[config.mk]
export PLATFORM = sky130hd
export DESIGN_NAME = demux1to4_buf
export DESIGN_NICKNAME = d
export VERILOG_FILES = /design/src/rtl/demux1to4_buf.sv
export SDC_FILE = /design/constraint.sdc
export NUM_CORES = 1
export LEC_CHECK = 0
export BUFFER_PORTS_ARGS = -buffer_cell sky130_fd_sc_hd__buf_2
export CAP_MARGIN = 30
export CORE_ASPECT_RATIO = 1.4
export CORE_MARGIN = 8
export CORE_UTILIZATION = 55
export CTS_CLUSTER_DIAMETER = 200
export DETAILED_ROUTE_END_ITERATION = 7
export PLACE_DENSITY = 0.77
export SYNTH_ARGS = -nofsm -noshare
export SYNTH_HDL_FRONTEND = slang
export SYNTH_HIERARCHICAL = 1
export SYNTH_SLANG_ARGS = --single-unit
[constraint.sdc]
create_clock -name clk -period 2.2 [get_ports clk]
set_input_delay 0.11 -clock clk [delete_from_list [all_inputs] [get_ports clk]]
set_output_delay 0.11 -clock clk [all_outputs]
set_load 0.05 [all_outputs]
[src/rtl/demux1to4_buf.sv]
// demux1to4_buf: routes one W-bit valid/ready stream to one of four output
// lanes chosen per beat by s_sel. Each lane has a 2-entry buffer, so a stalled
// consumer only blocks the input while a beat for its own lane is presented.
// m_valid / m_data come straight from registers.
// The optional DEMUX_CNT_EN macro adds four 8-bit pop counters exported on m_cnt.
// rst_n is asserted asynchronously; its release is synchronized internally, and
// s_ready stays low until that synchronized release has happened.

// One output lane: a 2-entry FIFO made of a head register and a tail register.
module demux1to4_lane #(
    parameter int W = 2
) (
    input  logic         clk,
    input  logic         rst_n,
    input  logic         push_i,
    input  logic         pop_i,
    input  logic [W-1:0] data_i,
    output logic [1:0]   occ_o,
    output logic         valid_o,
    output logic [W-1:0] data_o
);
    logic [W-1:0] head_q, head_d, tail_q, tail_d;
    logic [1:0]   occ_q, occ_d;

    // Next-state logic. Push is never raised at occ 2, and pop never at occ 0.
    always_comb begin
        head_d = head_q;
        tail_d = tail_q;
        occ_d  = occ_q;
        case ({push_i, pop_i})
            2'b10: begin
                if (occ_q == 2'd0) begin
                    head_d = data_i;
                    occ_d  = 2'd1;
                end else begin
                    tail_d = data_i;
                    occ_d  = 2'd2;
                end
            end
            2'b01: begin
                if (occ_q == 2'd2) begin
                    head_d = tail_q;
                    occ_d  = 2'd1;
                end else begin
                    occ_d  = 2'd0;
                end
            end
            2'b11: head_d = data_i;  // only possible at occ 1: the new beat replaces the head
            default: ;
        endcase
    end

    // Buffer registers. Reset clears occupancy and contents.
    always_ff @(posedge clk or negedge rst_n) begin
        if (!rst_n) begin
            head_q <= '0;
            tail_q <= '0;
            occ_q  <= '0;
        end else begin
            head_q <= head_d;
            tail_q <= tail_d;
            occ_q  <= occ_d;
        end
    end

    assign occ_o   = occ_q;
    assign valid_o = (occ_q != 2'd0);
    assign data_o  = head_q;
endmodule

module demux1to4_buf #(
    parameter int W     = 2,
    parameter int DEPTH = 2
) (
    input  logic         clk,
    input  logic         rst_n,
    input  logic         s_valid,
    output logic         s_ready,
    input  logic [1:0]   s_sel,
    input  logic [W-1:0] s_data,
    output logic [3:0]   m_valid,
    input  logic [3:0]   m_ready,
    output logic [W-1:0] m_data0,
    output logic [W-1:0] m_data1,
    output logic [W-1:0] m_data2,
    output logic [W-1:0] m_data3
`ifdef DEMUX_CNT_EN
    ,
    output logic [31:0]  m_cnt
`endif
);
    // The lane buffer is built as an explicit head/tail pair, so only DEPTH = 2 exists.
    if (DEPTH != 2) begin : g_bad_depth
        $error("demux1to4_buf: DEPTH must be 2");
    end

    logic [1:0]          rst_sync_q;
    logic                rst_int_n;
    logic [3:0]          push, pop, full;
    logic [3:0][1:0]     occ;
    logic [3:0][W-1:0]   head;

    // Reset synchronizer: assertion takes effect immediately, release follows two clk edges later.
    always_ff @(posedge clk or negedge rst_n) begin
        if (!rst_n) rst_sync_q <= '0;
        else        rst_sync_q <= {rst_sync_q[0], 1'b1};
    end
    assign rst_int_n = rst_sync_q[1];

    // s_ready looks only at the selected lane's occupancy; m_ready has no path to it.
    assign s_ready = rst_int_n & ~full[s_sel];
    assign pop     = m_valid & m_ready;

    for (genvar gi = 0; gi < 4; gi++) begin : g_lane
        assign full[gi] = (occ[gi] == 2'd2);
        assign push[gi] = s_valid & s_ready & (s_sel == 2'(gi));

        demux1to4_lane #(.W(W)) u_lane (
            .clk     (clk),
            .rst_n   (rst_int_n),
            .push_i  (push[gi]),
            .pop_i   (pop[gi]),
            .data_i  (s_data),
            .occ_o   (occ[gi]),
            .valid_o (m_valid[gi]),
            .data_o  (head[gi])
        );
    end

    assign m_data0 = head[0];
    assign m_data1 = head[1];
    assign m_data2 = head[2];
    assign m_data3 = head[3];

`ifdef DEMUX_CNT_EN
    logic [3:0][7:0] cnt_q, cnt_d;

    // Per-lane delivered-beat counters; they wrap from 8'hFF back to 8'h00.
    always_comb begin
        cnt_d = cnt_q;
        for (int i = 0; i < 4; i++) begin
            if (pop[i]) cnt_d[i] = cnt_q[i] + 8'd1;
        end
    end

    // Counter registers, cleared by reset.
    always_ff @(posedge clk or negedge rst_int_n) begin
        if (!rst_int_n) cnt_q <= '0;
        else            cnt_q <= cnt_d;
    end

    assign m_cnt = cnt_q;
`endif
endmodule

==> impl.org <==
** Clock tree
- TritonCTS built the clock tree.
- In this run the number of H-tree levels came out at 1.
- No sink is reached through more buffers than the 2 on the longest clock path.
- The number of setup buffers added after CTS is 0.
- The clock reaches the later pin of the worst-skew pair after ~0.26 ns.
- Clock transition time at the flip-flop clock pins of the worst setup and hold paths :: roughly 0.08 ns
- Clock Root Buffer :: sky130_fd_sc_hd__clkbuf_8
- Number of sinks on the clock net :: 26
- TritonCTS buffer count :: 3

** Global route
- The first global-routing pass estimated a little under 5000 µm of wire.
- The number of antenna violations at the first check in global routing came to 0.
- Vias in the first global route :: roughly 1100
- Maximum number of pins on one net before global-route repair :: 26
- Global-route usage over all layers :: 0.130
- The total overflow left after global routing is 0.

** Cells and area
- Antenna diode count :: 0
- Fraction of final layout cells with drive strength greater than 1 :: 0.383
- Layout overhead on the synthesized area :: 18.0%
- Final-layout fill cell count :: between 200 and 250
- Non-Filler Cell Area, Final :: between 1500 and 2000 µm²
- The count of cells in the finished layout, fillers not included, comes to approximately 210.
- After the last flow step, the layout net total stands at 199.

** STA
- Unrepaired setup endpoints after global routing :: false
- Of the available clock period, the critical path in the final layout requires 0.938.
- The final number of max-transition violations is 0.
- Setup violations remaining at the end of the flow were counted as 0.
- PnR worst setup slack :: approximately 0.14 ns
- Number of failing hold endpoints at the final stage :: 0
- The worst path needs about 2.1 ns of the cycle, external delays included.
- Maximum clock rate :: ~480 MHz
- Hold is met by 0.147 ns.
- Setup Skew :: about 0.0025 ns

** Yosys
- After synthesis, the mean cell area works out to approximately 11 µm².
- Ranked by total cell area, the synthesized netlist is headed by sky130_fd_sc_hd__dfrtp_1 42%, sky130_fd_sc_hd__mux2_2 12%, sky130_fd_sc_hd__ha_1 9.6%.
- Of the synthesized area, sequential elements account for 0.417.
- Post-synth cell types :: 22
- Yosys printed 6 warnings.
- The synthesized netlist occupies a cell area of between 1500 and 2000 µm².
- After technology mapping, the gate count stands at around 140.
- The share of synthesized area in the top cell type comes to 0.417.
- Total of flip-flops plus latches after synthesis :: 26
- Most area-hungry cell type in the Yosys netlist :: sky130_fd_sc_hd__dfrtp_1
- Nets in the synthesized netlist :: about 170

** Route
- Number of iterations in the first detailed-routing pass :: 2
- In the final routed layout, each cell accounts on average for between 10 and 15 µm.
- For this run, design rule violations remaining after detail routing come to 0.
- Detail-routed via count per cell :: ~5.2
- Total Wirelength :: just over 3000 µm
- Residual antenna-violating net count after detailed routing :: 0
- Iteration-0 DRC Markers :: 14
- The routed layout has approximately 1100 vias.

** Placement
- Post-DP HPWL :: around 2500 µm
- Placed cell areas :: ~1700 µm²
- Final weighted congestion in routability-driven placement :: 0.827
- The count of buffers added on input and output ports is 23.
- In this run, placement finished with an instance count of slightly above 200.
- Post-placement worst setup slack :: -0.00193 ns

** Power and ir drop
- Total power per unit cell area :: about 1500 nW/µm²
- In this run the static leakage power is between 0.8 and 0.9 nW.
- Largest vdd supply drop :: 742 µV

** Floorplanning
- Number of ports placed on the die boundary :: 24
- Cell Rows :: 23
- In this run the vertical extent of the chip is ~80 µm.
- Die Footprint :: just under 5000 µm²
- The die is just over 60 µm wide.
- The total area inside the core boundary comes to approximately 2800 µm².
- For this configuration, the core starts out at a cell density of 0.559.

** Setup path
- Worst Path Max Fanout :: 6
- Endpoint required time on the critical path :: 2.34 ns
- Data arrives at the worst endpoint at 2.21 ns.
- The most critical setup path has its startpoint at g_lane[2].u_lane/occ_o[0].
- The critical path in this run is classified as reg2reg.
- The most critical setup path has its endpoint at g_lane[1].u_lane/data_o[1].
- The endpoint identified for the worst register-to-register timing path is g_lane[1].u_lane/data_o[1].
- R2r worst-path depth :: 7
- The worst register-to-register path begins at g_lane[2].u_lane/occ_o[0].
- Kind of end point of the critical path :: flip-flop
- Register-to-Register Setup Slack :: roughly 0.14 ns
- The worst setup path is launched from a flip-flop.

** Worst hold path
- In this run the worst hold path is classified as in2async.

** Flow run
- Across the run, the number of max-cap violations was 0.

** Outcome
- Result of the run :: finished, final reports clean
logic make-up (layout without fill, tap and decap cells):
family	count (synthesis)	after routing	share of synthesized area
AO/OA/AOI/OAI	22	22	0.0897
buffers and inverters	17	48	0.0409
other	1	1	0.00240
flip-flops	26	26	0.417
AND/OR/NAND/NOR	38	38	0.159
XOR/XNOR	4	4	0.0224
multiplexers	24	24	0.173
adder cells (fa/ha/maj)	12	12	0.0962
registers in the layout, summed over array words and instances (netlist names):
register and count:
rst_sync_q 2, g_lane.u_lane/tail_q 8, g_lane.u_lane/occ_o 8, g_lane.u_lane/data_o 8
per-stage QoR:
stage	util	TNS (ns)	power, mW
after global routing	0.660	0	2.88
after floorplan	-	0	2.08
after detailed placement	0.626	-0.00193	2.43
after CTS	0.648	0	2.70
final	0.660	0	2.71
after global placement	0.626	0	2.36
final cells by class:
cell class	instances	area [µm²]	area share
multi-input combinational	101	888	0.482
clock buffer	4	45.0	0.0244
tap	37	46.3	0.0251
inverter	17	63.8	0.0346
timing repair buffer	27	148	0.0801
sequential	26	652	0.354
timing repair:
action / CTS / global route
hold buffers: 1 / 0
pin swaps: 0 / 0
endpoints found under the hold margin: 2 / 0
resized for setup: 2 / 7
setup endpoints to repair: 2 / 8
layout by cell type, fill, tap and decap left out, types with 3 or more instances in the layout:
| cell | count |
|---|---|
| sky130_fd_sc_hd__a21oi_1 | 8 |
| sky130_fd_sc_hd__a21oi_2 | 4 |
| sky130_fd_sc_hd__and2_1 | 4 |
| sky130_fd_sc_hd__buf_2 | 23 |
| sky130_fd_sc_hd__buf_4 | 3 |
| sky130_fd_sc_hd__clkbuf_8 | 3 |
| sky130_fd_sc_hd__dfrtp_1 | 25 |
| sky130_fd_sc_hd__ha_1 | 8 |
| sky130_fd_sc_hd__ha_2 | 4 |
| sky130_fd_sc_hd__inv_1 | 17 |
| sky130_fd_sc_hd__mux2_1 | 8 |
| sky130_fd_sc_hd__mux2_2 | 16 |
| sky130_fd_sc_hd__nand2_1 | 6 |
| sky130_fd_sc_hd__nand2b_1 | 4 |
| sky130_fd_sc_hd__nand3_1 | 4 |
| sky130_fd_sc_hd__nor2_1 | 7 |
| sky130_fd_sc_hd__nor3_2 | 3 |
| sky130_fd_sc_hd__nor3_4 | 4 |
| sky130_fd_sc_hd__o21ai_0 | 4 |
| sky130_fd_sc_hd__o21ai_1 | 4 |
| sky130_fd_sc_hd__or2_4 | 4 |
| sky130_fd_sc_hd__xnor2_1 | 4 |
worst min-delay path by stage:
stage,startpoint,endpoint,cells past startpoint
floorplan,rst_n,rst_sync_q[0],0
global placement,rst_n,rst_sync_q[0],1
detailed placement,rst_n,rst_sync_q[0],1
CTS,rst_n,rst_sync_q[1],2
global route,rst_n,rst_sync_q[1],2
finish,rst_n,rst_sync_q[1],2
report_power, final:
| part | switching (mW) | internal (mW) | leakage (nW) |
|---|---|---|---|
| sequential | 0.154 | 0.698 | 0.318 |
| combinational | 0.997 | 0.599 | 0.484 |
| clock | 0.133 | 0.129 | 0.0228 |
routing by layer:
layer,GRT usage,vias to the layer above,routed length [µm]
li1,-,545,-
met1,0.142,523,1230
met2,0.231,22,1640
met3,0.0210,8,121
met4,0.0585,0,68
met5,0,-,0
critical path, stage by stage (launching register included):
cell and delay, ns:
sky130_fd_sc_hd__dfrtp_1 0.45, sky130_fd_sc_hd__o32ai_4 0.37, sky130_fd_sc_hd__nor3_2 0.10, sky130_fd_sc_hd__inv_1 0.09, sky130_fd_sc_hd__ha_2 0.27, sky130_fd_sc_hd__o21ai_1 0.11, sky130_fd_sc_hd__a21oi_2 0.20, sky130_fd_sc_hd__mux2_1 0.35
cells in the mapped netlist:
cell	n
sky130_fd_sc_hd__o311ai_0	1
sky130_fd_sc_hd__nor3_1	3
sky130_fd_sc_hd__a21oi_1	8
sky130_fd_sc_hd__mux2_1	8
sky130_fd_sc_hd__o32ai_2	1
sky130_fd_sc_hd__nand3_1	5
sky130_fd_sc_hd__nand4b_1	1
sky130_fd_sc_hd__ha_1	12
sky130_fd_sc_hd__nand2b_1	4
sky130_fd_sc_hd__mux2_2	16
sky130_fd_sc_hd__nor2_1	7
sky130_fd_sc_hd__inv_1	17
sky130_fd_sc_hd__or2_4	4
sky130_fd_sc_hd__conb_1	1
sky130_fd_sc_hd__o21ai_1	4
sky130_fd_sc_hd__and2_1	4
sky130_fd_sc_hd__nor3_4	4
sky130_fd_sc_hd__nand2_1	6
sky130_fd_sc_hd__dfrtp_1	26
sky130_fd_sc_hd__o21ai_0	4
sky130_fd_sc_hd__xnor2_1	4
sky130_fd_sc_hd__a21oi_2	4
No activity file was read; power rests on OpenSTA's default activity.
